$ cat src/rtl/sbox_pkg.sv
// Shared definitions for the merged forward/inverse S-box datapath.
// Direction encoding matches the ZF input of the top linear layer.
package sbox_pkg;

   localparam logic SBOX_FWD        = 1'b0;
   localparam logic SBOX_INV        = 1'b1;
   localparam int   AES_STATE_BYTES = 16;

   typedef enum logic {
      IDLE = 1'b0,
      SEND = 1'b1
   } feeder_state_t;

endpackage

$ cat src/rtl/sbox_byte_feeder.sv
// Serialises a block into NBYTES U/ZF beats for the S-box top layer; first beat 1 cycle after accept.
// Beats hold under out_ready=0; a new block can be taken on the final beat with no bubble.
module sbox_byte_feeder
   import sbox_pkg::*;
#(
   parameter int NBYTES    = AES_STATE_BYTES,
   parameter int LSB_FIRST = 1
) (
   input  logic                      clk,
   input  logic                      rst,
   input  logic                      in_valid,
   output logic                      in_ready,
   input  logic [8*NBYTES-1:0]       in_state,
   input  logic                      in_zf,
   input  logic                      flush,
   output logic                      out_valid,
   input  logic                      out_ready,
   output logic [7:0]                out_u,
   output logic                      out_zf,
   output logic [$clog2(NBYTES)-1:0] out_idx,
   output logic                      out_last
);

   localparam int W  = 8 * NBYTES;
   localparam int IW = $clog2(NBYTES);
   localparam logic [IW-1:0] IDX_LAST = IW'(NBYTES - 1);

   feeder_state_t state_q, state_d;
   logic [W-1:0]  buf_q, buf_d;
   logic          zf_q, zf_d;
   logic [IW-1:0] idx_q, idx_d;

   logic is_send;
   logic is_last;
   logic accept;
   logic beat;

   always_ff @(posedge clk) begin
      if (rst) begin
         state_q <= IDLE;
         buf_q   <= '0;
         zf_q    <= SBOX_FWD;
         idx_q   <= '0;
      end else begin
         state_q <= state_d;
         buf_q   <= buf_d;
         zf_q    <= zf_d;
         idx_q   <= idx_d;
      end
   end

   always_comb begin
      state_d = state_q;
      buf_d   = buf_q;
      zf_d    = zf_q;
      idx_d   = idx_q;

      is_send = (state_q == SEND);
      is_last = is_send && (idx_q == IDX_LAST);
      // Gated by rst too, so upstream never sees a handshake that reset will drop.
      in_ready = !rst && !flush && (!is_send || (is_last && out_ready));
      accept   = in_valid && in_ready;
      beat     = is_send && out_ready;

      if (flush) begin
         state_d = IDLE;
         idx_d   = '0;
      end else if (accept) begin
         state_d = SEND;
         buf_d   = in_state;
         zf_d    = in_zf;
         idx_d   = '0;
      end else if (beat) begin
         if (is_last) begin
            state_d = IDLE;
            idx_d   = '0;
         end else begin
            idx_d = idx_q + 1'b1;
            buf_d = (LSB_FIRST != 0) ? (buf_q >> 8) : (buf_q << 8);
         end
      end
   end

   // The buffer shifts each beat, so the current byte always sits at a fixed end.
   assign out_valid = is_send;
   assign out_u     = (LSB_FIRST != 0) ? buf_q[7:0] : buf_q[W-1 -: 8];
   assign out_zf    = zf_q;
   assign out_idx   = idx_q;
   assign out_last  = is_last;

endmodule

$ cat config.mk
export PLATFORM = sky130hd
export DESIGN_NAME = sbox_byte_feeder
export DESIGN_NICKNAME = d
export VERILOG_FILES = /design/src/rtl/sbox_pkg.sv /design/src/rtl/sbox_byte_feeder.sv
export SDC_FILE = /design/constraint.sdc
export NUM_CORES = 1
export LEC_CHECK = 0
export ABC_AREA = 1
export BUFFER_PORTS_ARGS = -buffer_cell sky130_fd_sc_hd__buf_2
export CAP_MARGIN = 0
export CORE_ASPECT_RATIO = 2
export CORE_MARGIN = 10
export CORE_UTILIZATION = 55
export DETAILED_ROUTE_END_ITERATION = 8
export MAX_ROUTING_LAYER = met4
export PLACE_DENSITY = 0.8
export SKIP_CTS_REPAIR_TIMING = 1
export SLEW_MARGIN = 20
export SYNTH_ARGS = -nofsm -noshare
export SYNTH_HDL_FRONTEND = slang
export SYNTH_SLANG_ARGS = --single-unit
$ cat constraint.sdc
create_clock -name clk -period 4 [get_ports clk]
set_input_delay 0.6 -clock clk [delete_from_list [all_inputs] [get_ports clk]]
set_output_delay 0.6 -clock clk [all_outputs]
set_load 0.1 [all_outputs]
* Word-level counts from Yosys, hierarchy flattened
Index checks and enable logic that the tools add are counted.
** Storage, ports and cells
- Flip-flop bits (word level) :: 134
- Output and inout port bits :: 16
** Operators by class
- Add/subtract/negate cells :: 1
- Equal/unequal tests :: 2
- Mux-type cells :: 7
- Bitwise gates (word level) :: 1
- Reduce and logical (&&, ||, !) cells :: 17
** Operators with widths (count)
- two-way mux 128 bit :: 3
- logical AND 1 bit :: 6
- adder 4 x 1 -> 4 bit, second input constant :: 1
- equality test 4 bit, second input constant :: 1
- two-way mux 4 bit :: 1
- AND reduction 2 bit :: 2
- nonzero test 2 bit :: 2
- logical NOT 1 bit :: 3
- two-way mux 1 bit :: 3
- AND reduction 3 bit :: 1
- OR reduction 3 bit :: 1
- inequality test 2 x 1 -> 1 bit, second input constant :: 1
- OR reduction 2 bit :: 1
- logical OR 1 bit :: 1
- NOT 1 bit :: 1

* Depth between registers and ports, before layout
Gate-level depths: netlist of run 1.
- Depth in word-level cells :: 8
- Gate-level depth with buffers :: 10
- Depth with buffers taken out :: 8

* Least setup slack after synthesis of run 1
Ideal clock, no wire load.
- Path type :: reg-to-output
- From :: reg idx_q[0] (netlist: out_idx[0])
- To :: out out_last
- Arrival time :: 2.786 ns
- Path slack :: 0.614 ns
- Stages on the path, launching flop included :: 4
- Buffers on the path :: 0
- Cell sequence :: dfxtp_1 ha_1 nand3_2 nor2_1
** On the way
- Longest elaborated chain between the ends :: 2
** RTL lines
- from (decl) :: line sbox_byte_feeder.sv:31 : logic [IW-1:0] idx_q, idx_d;
- from (signal assigned) :: line sbox_byte_feeder.sv:48 : idx_q <= idx_d;
- equality test 4 bit :: line sbox_byte_feeder.sv:59 : is_last = is_send && (idx_q == IDX_LAST);
- logical AND 1 bit :: line sbox_byte_feeder.sv:59
- to (decl) :: line sbox_byte_feeder.sv:21 : output logic out_last
Every way passes these cells.

* Worst setup path in the final report of run 1
- From :: reg idx_q[0] (netlist: out_idx[0])
- To :: out in_ready
** On the way
- Longest elaborated chain between the ends :: 5
** RTL lines
- equality test 4 bit :: line sbox_byte_feeder.sv:59
- logical AND 1 bit :: line sbox_byte_feeder.sv:59
- logical AND 1 bit :: line sbox_byte_feeder.sv:61 : in_ready = !rst && !flush && (!is_send || (is_last && out_ready));
- logical OR 1 bit :: line sbox_byte_feeder.sv:61
- logical AND 1 bit :: line sbox_byte_feeder.sv:61
- to (decl) :: line sbox_byte_feeder.sv:12 : output logic in_ready,
Every way passes these cells.

==> results of run 1 <==
[through the flow]
stage,instances,utilization [%]
global route,1386,65.03
finish,1386,65.03
global placement,1353,60.49
CTS,1385,65.01
detailed placement,1353,60.49
floorplan,1150,-
[flip-flops by register name, indices dropped and copies added (netlist names)]
signal and flops:
out_idx 4, out_zf 1, buf_q 128, out_valid 1
[area by class of cell]
cell class,count,area [um2]
diodes,1,2.502
clock buffers,18,429.2
clock inverters,14,177.7
fillers,1244,4700
inverters,103,389.1
multi-input cells,799,3955
flip-flops and latches,134,2683
well taps,155,193.9
repair buffers,162,908.4
[worst min-delay path by stage]
stage                        startpoint    endpoint  slack [ns]  depth (start not counted)
after floorplan              buf_q[123]  buf_q[123]        0.46                          2
after global placement           out_zf      out_zf        0.46                          2
after detailed placement     buf_q[126]  buf_q[126]        0.48                          2
after CTS                 in_state[127]  buf_q[127]        0.39                          3
after global routing      in_state[122]  buf_q[122]        0.42                          3
final                     in_state[121]  buf_q[121]        0.40                          3
[worst max-delay path: stages, from the launching register on]
cell and delay (ns):
dfxtp_1 0.38, ha_1 0.21, nand3_2 0.15, o21bai_4 0.24, nand2_1 0.07, inv_1 0.05
buf_2 0.41
[synth_stat cells (all sizes together)]
cell / n
o21ai: 100
nand3: 5
nor2: 151
clkinv: 79
nor3: 2
buf: 50
clkbuf: 64
nand3b: 120
dfxtp: 134
inv: 24
o21bai: 1
ha: 1
xor2: 2
a21oi: 6
nand2: 289
nand4: 122
[power by group through the flow]
stage	Combinational (uW)	Sequential (uW)	Clock [uW]
after floorplan	342	1460	0
after global placement	463	1460	0
after detailed placement	469	1470	0
after CTS	473	1440	1630
after global routing	535	1440	1680
final	474	1440	1610
[layer usage]
layer | vias to the layer above | share of wire, % | routed length, um
met1 | 3436 | 41 | 8499
met4 | 0 | 3.5 | 736
li1 | 3866 | - | -
met5 | - | 0 | 0
met3 | 49 | 5.8 | 1200
met2 | 245 | 50 | 10360
[cells in the final DEF, fill, tap and decap left out, drive strengths merged]
cell / instances
o21ai: 100
inv: 26
clkinvlp: 4
ha: 1
bufinv: 3
xor2: 2
nand3b: 120
nor2: 151
dfxtp: 134
nand3: 5
buf: 162
nand4: 122
a21oi: 6
nor3: 2
nand2: 289
o21bai: 1
clkbuf: 18
clkinv: 84
diode: 1
[cells by family (layout without fill, tap and decap cells)]
group / count (synthesis) / in the layout / synth area share, %
AOI/OAI and AO/OA: 107 / 107 / 7.290
DFF: 134 / 134 / 35.60
adders and majority gates: 1 / 1 / 0.1660
other: 0 / 1 / 0
xor gates and xnor gates: 2 / 2 / 0.2325
and+or+nand+nor: 689 / 689 / 44.70
buffers and inverters: 217 / 297 / 12.01
==> flow_summary.rst, run 1 <==
.. list-table::
   :header-rows: 1

   * - Metric
     - Value
   * - Result of the run
     - finished clean
   * - Slew of the pin with the lowest slew margin
     - 1.045 ns
   * - First-pass DRT Iterations
     - 5
   * - Net count of the mapped netlist
     - 1,285
   * - Final wirelength
     - 20,790 um
   * - Endpoint of the most critical setup path
     - in_ready
   * - Maximum buffer depth of the clock tree
     - 2
   * - Vias after detailed routing
     - 7,596
   * - Required time worst endpoint
     - 3.40 ns
   * - Leakage power figure
     - 0.004132 uW
   * - Part of the cycle the worst path needs
     - 63.63%
   * - Num ports
     - 150
   * - PD cells
     - 402.5 nW/um2
   * - Busiest layer in global routing
     - met2
   * - Capture instance of the worst register-to-register path
     - buf_q[118]
   * - Minimum period implied by the final worst setup slack
     - 2.545 ns
   * - Area share of the largest cell type after synthesis
     - 35.60%
   * - Number of cells on the worst reg-to-reg path
     - 8
   * - Unique cell type count in the Yosys netlist
     - 22
   * - Cell area after synthesis
     - 7535 um2
   * - Internal Dissipation
     - 2573 uW
   * - Cts bufs inserted
     - 17
   * - Total half-perimeter wirelength after legalization and detailed placement
     - 13,220 um
   * - Area growth from synthesis to layout
     - 15.97%
   * - Register bit count reported by yosys
     - 134
   * - Net switching power of the design
     - 944.7 uW
   * - Unrepaired setup endpoints after global routing
     - false
   * - CTS root buf
     - clkbuf_16
   * - Crit path kind
     - flip-flop to primary output
   * - Sum of overflow across all layers after global routing
     - 0
   * - Timing-limited maximum frequency
     - 392.9 MHz
   * - Worst setup EP type
     - primary output
   * - Ratio of cells with drive above 1 in the final layout
     - 16.18%
   * - Worst setup path start
     - out_idx[0]
   * - Residual antenna-violating net count after detailed routing
     - 0
   * - Power consumption
     - 3518 uW
   * - Number of warnings printed during yosys synthesis
     - 0
   * - DRC violations left
     - 0
   * - Final hold viol count
     - 0
   * - Clk_lat worst skew
     - 0.42 ns
   * - Starting utilization of the core area
     - 56.07%
   * - Switching share of power
     - 26.86%
   * - Standard-cell row count
     - 60
   * - Met3 Use GR
     - 3.640%
   * - Antenna violations before repair
     - 1
   * - Cell area after placement
     - 8129 um2
   * - Largest fanout on the critical path
     - 5
   * - Clock-pin slew on the worst setup and hold paths
     - 0.06 ns
   * - Input/output buffers
     - 149
   * - Floorplan Core Area
     - 13,440 um2
   * - Final setup violation count
     - 0
   * - Global-route usage over all layers
     - 22.26%
   * - CTS tree
     - built
   * - Share of power burned in combinational logic
     - 13.5%
   * - Die Y-Extent
     - 185.5 um
   * - Horiz. Die Dim
     - 102.8 um
   * - Number of max-cap violations
     - 0
   * - Via count of the first global-routing pass
     - 7,128
   * - Startpoint of the worst-slack reg-to-reg timing path
     - out_idx[0]
   * - Pre-CTS WS
     - 1.645 ns
   * - Number of cells produced by synthesis
     - 1,150
   * - Setup TNS Final
     - 0 ns
   * - Post-DR wirelength/cell
     - 15.00 um
   * - Mean area per synthesized cell
     - 6.552 um2
   * - Number of levels the H-tree was split into
     - 4
   * - Wire length of the first global-routing pass
     - 33,700 um
   * - Met1 Use GR
     - 26.07%
   * - Min-Delay Path Class
     - input pin to flip-flop
   * - Total die area
     - 19,070 um2
   * - Iteration-0 DRC count of the detailed router
     - 523
   * - Met2 Resource Use GR
     - 36.15%
   * - Net count reported at finish
     - 1,352
   * - Number of sinks handled by clock tree synthesis
     - 134
   * - Cell taking the most area after synthesis
     - dfxtp_1
   * - Pin count of the biggest net entering global routing
     - 122
   * - Min Hold Slack
     - 0.4015 ns
   * - Weighted congestion at the end of routability-driven global placement
     - 0.8534
   * - Mean number of vias per cell
     - 5.481
   * - Proportion of synthesized chip area in sequential cells
     - 35.60%
   * - Clk pwr share
     - 45.7%
   * - Arrival time of data at the critical path endpoint
     - 1.95 ns
   * - Sequential group share of total power
     - 40.9%
   * - Slew Viols, Final
     - 0
   * - Setup crit start kind
     - flip-flop
   * - Cells taking the most area after synthesis
     - dfxtp_1, nand2_1, nand3b_1
   * - Maximum VDD drop
     - 0.0003042 V
   * - Setup ws final
     - 1.455 ns
   * - Maximum clock skew at final layout
     - 0.009918 ns
   * - Worst reg2reg setup slack
     - 1.63 ns
   * - Headroom to the max-slew limit
     - 30.34%
   * - Post-Layout Inst Area
     - 8738 um2
Power figures use the tool's default switching activity.
==> inputs of run 2 (changes only) <==
--- a/config.mk
+++ b/config.mk
@@ -5,15 +5,15 @@
 export SDC_FILE = /design/constraint.sdc
 export NUM_CORES = 1
 export LEC_CHECK = 0
-export ABC_AREA = 1
+export ABC_AREA = 0
 export BUFFER_PORTS_ARGS = -buffer_cell sky130_fd_sc_hd__buf_2
 export CAP_MARGIN = 0
 export CORE_ASPECT_RATIO = 2
 export CORE_MARGIN = 10
-export CORE_UTILIZATION = 55
+export CORE_UTILIZATION = 48
 export DETAILED_ROUTE_END_ITERATION = 8
 export MAX_ROUTING_LAYER = met4
-export PLACE_DENSITY = 0.8
+export PLACE_DENSITY = 0.76
 export SKIP_CTS_REPAIR_TIMING = 1
 export SLEW_MARGIN = 20
 export SYNTH_ARGS = -nofsm -noshare
==> constraint.sdc (replaced) <==
create_clock -name clk -period 2.32 [get_ports clk]
set_input_delay 0.348 -clock clk [delete_from_list [all_inputs] [get_ports clk]]
set_output_delay 0.348 -clock clk [all_outputs]
set_load 0.1 [all_outputs]
==> run 2 against run 1 <==
  * Non-clock buffer count down 1
  * Cell area down 17%
  * Largest power group unchanged
  * Utilization down 5.1 points
  * Wire length down 25%
  * Die area down 9.4%
  * Highest routed layer unchanged
  * Sequential cell count unchanged
  * Critical path type unchanged
  * Power up 67%
  * Sequential share of layout area up 6.6 points
==> flow_summary.rst, run 2 <==
.. list-table::
   :header-rows: 1

   * - Metric
     - Value
   * - Result of the run
     - finished clean
   * - Maximum buffer depth of the clock tree
     - 2 (unchanged)
   * - Final hold viol count
     - 0 (unchanged)
   * - Crit path kind
     - flip-flop to primary output
   * - Main synth FF type
     - dfxtp_1
   * - Number of sinks handled by clock tree synthesis
     - 134 (unchanged)
   * - Global-route usage over all layers
     - 18.15% (-4.1 points)
   * - Cell area after placement
     - 6629 um2 (-18%)
   * - Clk_lat worst skew
     - 0.41 ns (about the same)
   * - Floorplan Core Area
     - 12,050 um2 (-10%)
   * - Most frequent cells after synthesis
     - nand2_1, dfxtp_1, nor2_1, a311oi_1, buf_2
   * - Area share of the largest cell type after synthesis
     - 45.84% (+10 points)
   * - Number of levels the H-tree was split into
     - 4 (unchanged)
   * - Unique cell type count in the Yosys netlist
     - 31 (+41%)
   * - Routed met3 length
     - 747 um (-38%)
   * - Cell taking the most area after synthesis
     - dfxtp_1
   * - Input/output buffers
     - 149 (unchanged)
   * - Clock-pin slew on the worst setup and hold paths
     - 0.05 ns (about the same)
   * - Ratio of cells with drive above 1 in the final layout
     - 24.56% (+8.4 points)
   * - Startpoint of the worst-slack reg-to-reg timing path
     - out_idx[0]
   * - Slew of the pin with the lowest slew margin
     - 0.5396 ns (-0.5053 ns)
   * - Required time worst endpoint
     - 1.97 ns (-1.43 ns)
   * - Die Y-Extent
     - 176.2 um (-5.1%)
   * - Total die area
     - 17,280 um2 (-9.4%)
   * - Iteration-0 DRC count of the detailed router
     - 357 (-32%)
   * - Setup crit start kind
     - flip-flop
   * - Timing-limited maximum frequency
     - 466.5 MHz
   * - Cts bufs inserted
     - 17 (unchanged)
   * - Post-DR wirelength/cell
     - 15.61 um (+4.0%)
   * - Arrival time of data at the critical path endpoint
     - 1.80 ns (-0.15 ns)
   * - First-pass DRT Iterations
     - 4 (-1)
   * - Number of warnings printed during yosys synthesis
     - 0 (unchanged)
   * - Antenna violations before repair
     - 0 (-1)
   * - Sum of overflow across all layers after global routing
     - 0 (unchanged)
   * - Capture instance of the worst register-to-register path
     - buf_q[27]
   * - Top layer reached by signal wires
     - met4
   * - CTS root buf
     - clkbuf_16
   * - Standard-cell row count
     - 57 (-5.0%)
   * - PD cells
     - 813.6 nW/um2 (+100%)
   * - Unrepaired setup endpoints after global routing
     - false
   * - Num ports
     - 150 (unchanged)
   * - Headroom to the max-slew limit
     - 64.03% (+34 points)
   * - Most common cell in the netlist
     - nand2_1
   * - Register bit count reported by yosys
     - 134 (unchanged)
   * - Proportion of synthesized chip area in sequential cells
     - 45.84% (+10 points)
   * - Setup TNS Final
     - 0 ns (unchanged)
   * - Worst setup EP type
     - primary output
   * - Diodes inserted
     - 0 (-1)
   * - Largest fanout on the critical path
     - 5 (unchanged)
   * - Via count of the first global-routing pass
     - 5,285 (-26%)
   * - Minimum period implied by the final worst setup slack
     - 2.144 ns
   * - Leakage power figure
     - 0.002598 uW (-37%)
   * - Horiz. Die Dim
     - 98.08 um (-4.6%)
   * - Core occupancy in the finished layout
     - 59.89% (-5.1 points)
   * - Weighted congestion at the end of routability-driven global placement
     - 0.8059 (-5.6%)
   * - Maximum clock skew at final layout
     - 0.01195 ns (+0.002031 ns)
   * - Worst reg2reg setup slack
     - 0.26 ns (-1.37 ns)
   * - Starting utilization of the core area
     - 48.55% (-7.5 points)
   * - Wire length of the first global-routing pass
     - 25,540 um (-24%)
   * - Worst setup path start
     - out_idx[0]
   * - Residual antenna-violating net count after detailed routing
     - 0 (unchanged)
   * - Pin count of the biggest net entering global routing
     - 89 (-27%)
   * - Number of cells in the design after placement
     - 970 (-28%)
   * - Slew Viols, Final
     - 0 (unchanged)
   * - Endpoint of the most critical setup path
     - out_last
   * - Cell area after synthesis
     - 5852 um2 (-22%)
   * - CTS tree
     - built
   * - Number of max-cap violations
     - 0 (unchanged)
   * - Min-Delay Path Class
     - input pin to flip-flop
   * - Commonest cells after routing, fill and taps aside
     - nand2_1, buf_2, dfxtp_1
   * - Count of flip-flops with a built-in enable after synthesis
     - 0 (unchanged)
   * - Power consumption
     - 5873 uW (+67%)
   * - Register with the most flip-flops
     - buf_q
   * - Most common library cell in the layout ignoring fill and taps
     - nand2_1
   * - Vias after detailed routing
     - 5,533 (-27%)
   * - Net count of the mapped netlist
     - 875 (-32%)
   * - Mean area per synthesized cell
     - 7.908 um2 (+21%)
   * - Net count reported at finish
     - 977 (-28%)
   * - Part of the cycle the worst path needs
     - 92.40%
   * - Area growth from synthesis to layout
     - 23.35%
   * - Number of cells produced by synthesis
     - 740 (-36%)
   * - Flip-flop count of the largest register, all copies and words added
     - 128 (unchanged)
   * - Final wirelength
     - 15,640 um (-25%)
   * - Post-Layout Inst Area
     - 7218 um2 (-17%)
   * - Wire length on met1
     - 6785 um (-20%)
   * - Number of cells on the worst reg-to-reg path
     - 6 (-2)
   * - Cells taking the most area after synthesis
     - dfxtp_1, a311oi_1, nand2_1
   * - Met2 wirelength from detailed routing
     - 7648 um (-26%)
   * - Share of synthesized registers carrying an async set or reset
     - 0% (unchanged)
   * - Final setup violation count
     - 0 (unchanged)
   * - Mean number of vias per cell
     - 5.522 (+0.76%)
   * - Fin cells
     - 1,002 (-28%)
   * - Maximum VDD drop
     - 0.0004994 V (+64%)
   * - Total half-perimeter wirelength after legalization and detailed placement
     - 10,790 um (-18%)
   * - DRC violations left
     - 0 (unchanged)
[run 2: cell count changes in the layout (fill, tap and decap cells not counted), moves of 10 or more]
cell,change
a311oi_1,+110
a311oi_2,+10
o21ai_0,-99
inv_1,-21
clkinv_1,-79
nor2_1,-23
nand3b_1,-120
nand4_1,-120
nand2_1,-44
[run 2: cells by family (layout without fill, tap and decap cells)]
logic type,after synthesis,in the layout,synth area share [%]
DFF,134,134,45.84
and+or+nand+nor,384,384,25.32
AOI/OAI and AO/OA,140,140,21.59
adders and majority gates,1,1,0.2138
xor gates and xnor gates,1,1,0.1497
buffers and inverters,80,195,6.885
[run 2: final cells by class]
cell class              instances  area (um2)
flip-flops and latches        134        2689
fillers                      1104        4835
clock buffers                  25       495.5
well taps                     147       183.9
multi-input cells             526        2804
inverters                       2       11.26
repair buffers                161       940.9
clock inverters                 7       93.84
[run 2: per-layer routing]
layer	track usage [%]	vias to the layer above
met1	21.41	2553
met4	7.917	0
met3	4.892	30
met5	-	-
li1	-	2778
met2	28.34	172
[run 2: stage by stage]
step | setup slack (ns) | hold WS (ns)
after floorplan | 0.1502 | 0.4198
after global placement | 0.3374 | 0.4420
after detailed placement | 0.2190 | 0.4541
after CTS | 0.1344 | 0.1375
after global routing | 0.07036 | 0.1487
final | 0.1764 | 0.1558
[run 2: worst min-delay path by stage]
| stage | startpoint | endpoint | slack (ns) | cells past startpoint |
|---|---|---|---|---|
| floorplan | flush | out_valid | 0.42 | 1 |
| global placement | out_zf | out_zf | 0.44 | 2 |
| detailed placement | out_zf | out_zf | 0.45 | 2 |
| CTS | in_state[127] | buf_q[127] | 0.14 | 2 |
| global route | in_state[120] | buf_q[120] | 0.15 | 2 |
| finish | in_state[121] | buf_q[121] | 0.16 | 2 |
[run 2: critical path: stages (launching register included)]
cell and delay [ns]:
dfxtp_2 0.35, ha_1 0.21, nand4_1 0.24, clkinvlp_4 0.16, buf_2 0.43
[run 2: power by group]
part           switching [uW]  internal [uW]  total [uW]
clock                     958           1700        2650
combinational             428            271         699
sequential               74.5           2450        2520
total                    1460           4410        5870
==> inputs of run 3 (changes only) <==
--- a/config.mk
+++ b/config.mk
@@ -10,10 +10,9 @@
 export CAP_MARGIN = 0
 export CORE_ASPECT_RATIO = 2
 export CORE_MARGIN = 10
-export CORE_UTILIZATION = 48
+export CORE_UTILIZATION = 38
 export DETAILED_ROUTE_END_ITERATION = 8
 export MAX_ROUTING_LAYER = met4
-export PLACE_DENSITY = 0.76
 export SKIP_CTS_REPAIR_TIMING = 1
 export SLEW_MARGIN = 20
 export SYNTH_ARGS = -nofsm -noshare
==> run 3 against run 2 <==
  * Critical path depth unchanged
  * Global-route usage shrank 1.9 points
  * Register-to-register slack better by 0.05 ns
  * Critical endpoint unchanged
  * Largest cell class unchanged
  * Largest power group unchanged
  * Highest routed layer unchanged
==> flow_summary.rst, run 3 (synthesis results as in run 2) <==
.. list-table::
   :header-rows: 1

   * - Metric
     - Value
   * - Required time worst endpoint
     - 1.97 ns (about the same)
   * - Sum of overflow across all layers after global routing
     - 0 (unchanged)
   * - Timing-limited maximum frequency
     - 466.3 MHz (about the same)
   * - Input/output buffers
     - 149 (unchanged)
   * - Global-route usage over all layers
     - 16.29% (-1.9 points)
   * - Net count reported at finish
     - 979 (+0.20%)
   * - Capture instance of the worst register-to-register path
     - buf_q[42]
   * - Number of levels the H-tree was split into
     - 4 (unchanged)
   * - Clk_lat worst skew
     - 0.41 ns (about the same)
   * - Clock-pin slew on the worst setup and hold paths
     - 0.06 ns (about the same)
   * - Pin count of the biggest net entering global routing
     - 77 (-13%)
   * - First-pass DRT Iterations
     - 5 (+1)
   * - Worst setup EP type
     - primary output
   * - Hold Path Origin
     - in_state[120]
   * - Cts bufs inserted
     - 17 (unchanged)
   * - DRC violations left
     - 0 (unchanged)
   * - Standard-cell row count
     - 64 (+12%)
   * - Total die area
     - 21,060 um2 (+22%)
   * - Kind of cell adding the most delay to the critical path
     - buffers and inverters
   * - Commonest cells after routing, fill and taps aside
     - nand2_1, buf_2, dfxtp_1
   * - Leakage power figure
     - 0.002623 uW (+0.95%)
   * - Weighted congestion at the end of routability-driven global placement
     - 0.7940 (-1.5%)
   * - Endpoint, Worst Hold
     - buf_q[120]
   * - PD cells
     - 838.8 nW/um2 (+3.1%)
   * - Maximum buffer depth of the clock tree
     - 2 (unchanged)
   * - Slowest-stage cell, CP
     - buf_2
   * - Fill cell total of the finished layout
     - 1,561 (+41%)
   * - Residual antenna-violating net count after detailed routing
     - 0 (unchanged)
   * - Final setup violation count
     - 0 (unchanged)
   * - Largest stage delay on the critical path
     - 0.43 ns (about the same)
   * - Slew of the pin with the lowest slew margin
     - 0.6855 ns (+0.1459 ns)
   * - Worst Hold Path Cells
     - 2 (unchanged)
   * - Diodes inserted
     - 0 (unchanged)
   * - Post-DR wirelength/cell
     - 15.58 um (-0.19%)
   * - Unrepaired setup endpoints after global routing
     - false
   * - Final wirelength
     - 16,420 um (+5.0%)
   * - Antenna violations before repair
     - 0 (unchanged)
   * - Number of max-cap violations
     - 0 (unchanged)
   * - Horiz. Die Dim
     - 107.8 um (+9.9%)
   * - Starting utilization of the core area
     - 38.46% (-10 points)
   * - CTS tree
     - built
   * - Part of the cycle the worst path needs
     - 92.44% (about the same)
   * - Worst reg2reg setup slack
     - 0.31 ns (+0.05 ns)
   * - Startpoint of the worst-slack reg-to-reg timing path
     - out_idx[0]
   * - Number of cells on the worst reg-to-reg path
     - 6 (unchanged)
   * - CP cell instances
     - ha_1 -> nand4_1 -> clkinvlp_4 -> buf_2
   * - Headroom to the max-slew limit
     - 54.30% (-9.7 points)
   * - Most common library cell in the layout ignoring fill and taps
     - nand2_1
   * - Largest fanout on the critical path
     - 5 (unchanged)
   * - Final hold viol count
     - 0 (unchanged)
   * - Slew Viols, Final
     - 0 (unchanged)
   * - Num ports
     - 150 (unchanged)
   * - Flip-flop count of the largest register, all copies and words added
     - 128 (unchanged)
   * - Setup crit start kind
     - flip-flop
   * - Die Y-Extent
     - 195.5 um (+11%)
   * - Area growth from synthesis to layout
     - 25.44%
   * - Maximum VDD drop
     - 0.0004667 V (-6.6%)
   * - Floorplan Core Area
     - 15,210 um2 (+26%)
   * - Number of sinks handled by clock tree synthesis
     - 134 (unchanged)
   * - Crit path kind
     - flip-flop to primary output
   * - Arrival time of data at the critical path endpoint
     - 1.80 ns (about the same)
   * - Vias after detailed routing
     - 5,347 (-3.4%)
   * - Number of buffers and inverters on the critical path
     - 2 (unchanged)
   * - Result of the run
     - finished clean
   * - CTS root buf
     - clkbuf_16
   * - Register with the most flip-flops
     - buf_q
   * - Maximum clock skew at final layout
     - 0.007912 ns (-0.004036 ns)
   * - Via count of the first global-routing pass
     - 5,380 (+1.8%)
   * - Wire length of the first global-routing pass
     - 27,210 um (+6.5%)
   * - Mean number of vias per cell
     - 5.073 (-8.1%)
   * - Minimum period implied by the final worst setup slack
     - 2.145 ns (+0.0009360 ns)
   * - Total half-perimeter wirelength after legalization and detailed placement
     - 11,490 um (+6.5%)
   * - Iteration-0 DRC count of the detailed router
     - 257 (-28%)
   * - Min-Delay Path Class
     - input pin to flip-flop
   * - Setup TNS Final
     - 0 ns (unchanged)
   * - Ratio of cells with drive above 1 in the final layout
     - 25.00% (+0.44 points)
   * - Min Hold Slack
     - 0.1418 ns (-0.01402 ns)
[run 3: cell count changes in the layout (fill, tap and decap cells not counted), sizes merged]
cell / delta
clkbuf: -6
buf: +2
bufinv: +3
clkinvlp: +2
[run 3: per-stage QoR]
stage          total power (uW)  util, %  area, um2  worst slack (ns)  std cells
6_report                   6158    48.25       7341            0.1755       1054
5_1_grt                    6419    48.25       7341           0.07451       1054
4_1_cts                    6234    48.25       7341            0.1517       1054
3_5_place_dp               3274    44.00       6695            0.2777       1023
3_3_place_gp               3266    44.00       6695            0.2891       1023
2_1_floorplan              3046        -       5873            0.1502        740
[run 3: layout make-up]
cell class	count	area [um2]	share of cell area [%]
multi-input cells	526	2804	38.20
flip-flops and latches	134	2689	36.63
repair buffers	163	943.4	12.85
clock buffers	19	442.9	6.034
well taps	198	247.7	3.375
clock inverters	12	202.7	2.761
inverters	2	11.26	0.1534
[run 3: how the worst max path moves through the flow]
stage / startpoint / end / slack, ns / depth (start not counted)
floorplan: out_idx[0] / in_ready / 0.15 / 3
CTS: out_idx[0] / out_last / 0.15 / 4
detailed placement: rst / buf_q[64] / 0.28 / 6
global placement: rst / buf_q[102] / 0.29 / 4
global route: out_idx[0] / out_last / 0.07 / 4
finish: out_idx[0] / out_last / 0.18 / 4
[run 3: layer usage]
metal	vias up	share of wire (%)	global-route usage, %
li1	2778	-	-
met1	2438	45	19.40
met2	114	50	26.01
met3	17	3.8	3.628
met4	0	1.7	6.219
met5	-	0	-
[run 3: where the power goes]
group          internal (uW)  switching, uW
clock network           1930           1010
logic                    271            428
registers               2440           73.5
total                   4640           1510
[run 3: worst reg2reg max path, cell delays in order (launching register included)]
cell and delay (ns):
dfxtp_2 0.34, ha_1 0.23, nand4_1 0.21, a32o_4 0.45, buf_12 0.32, nor2_1 0.09, a311oi_1 0.28
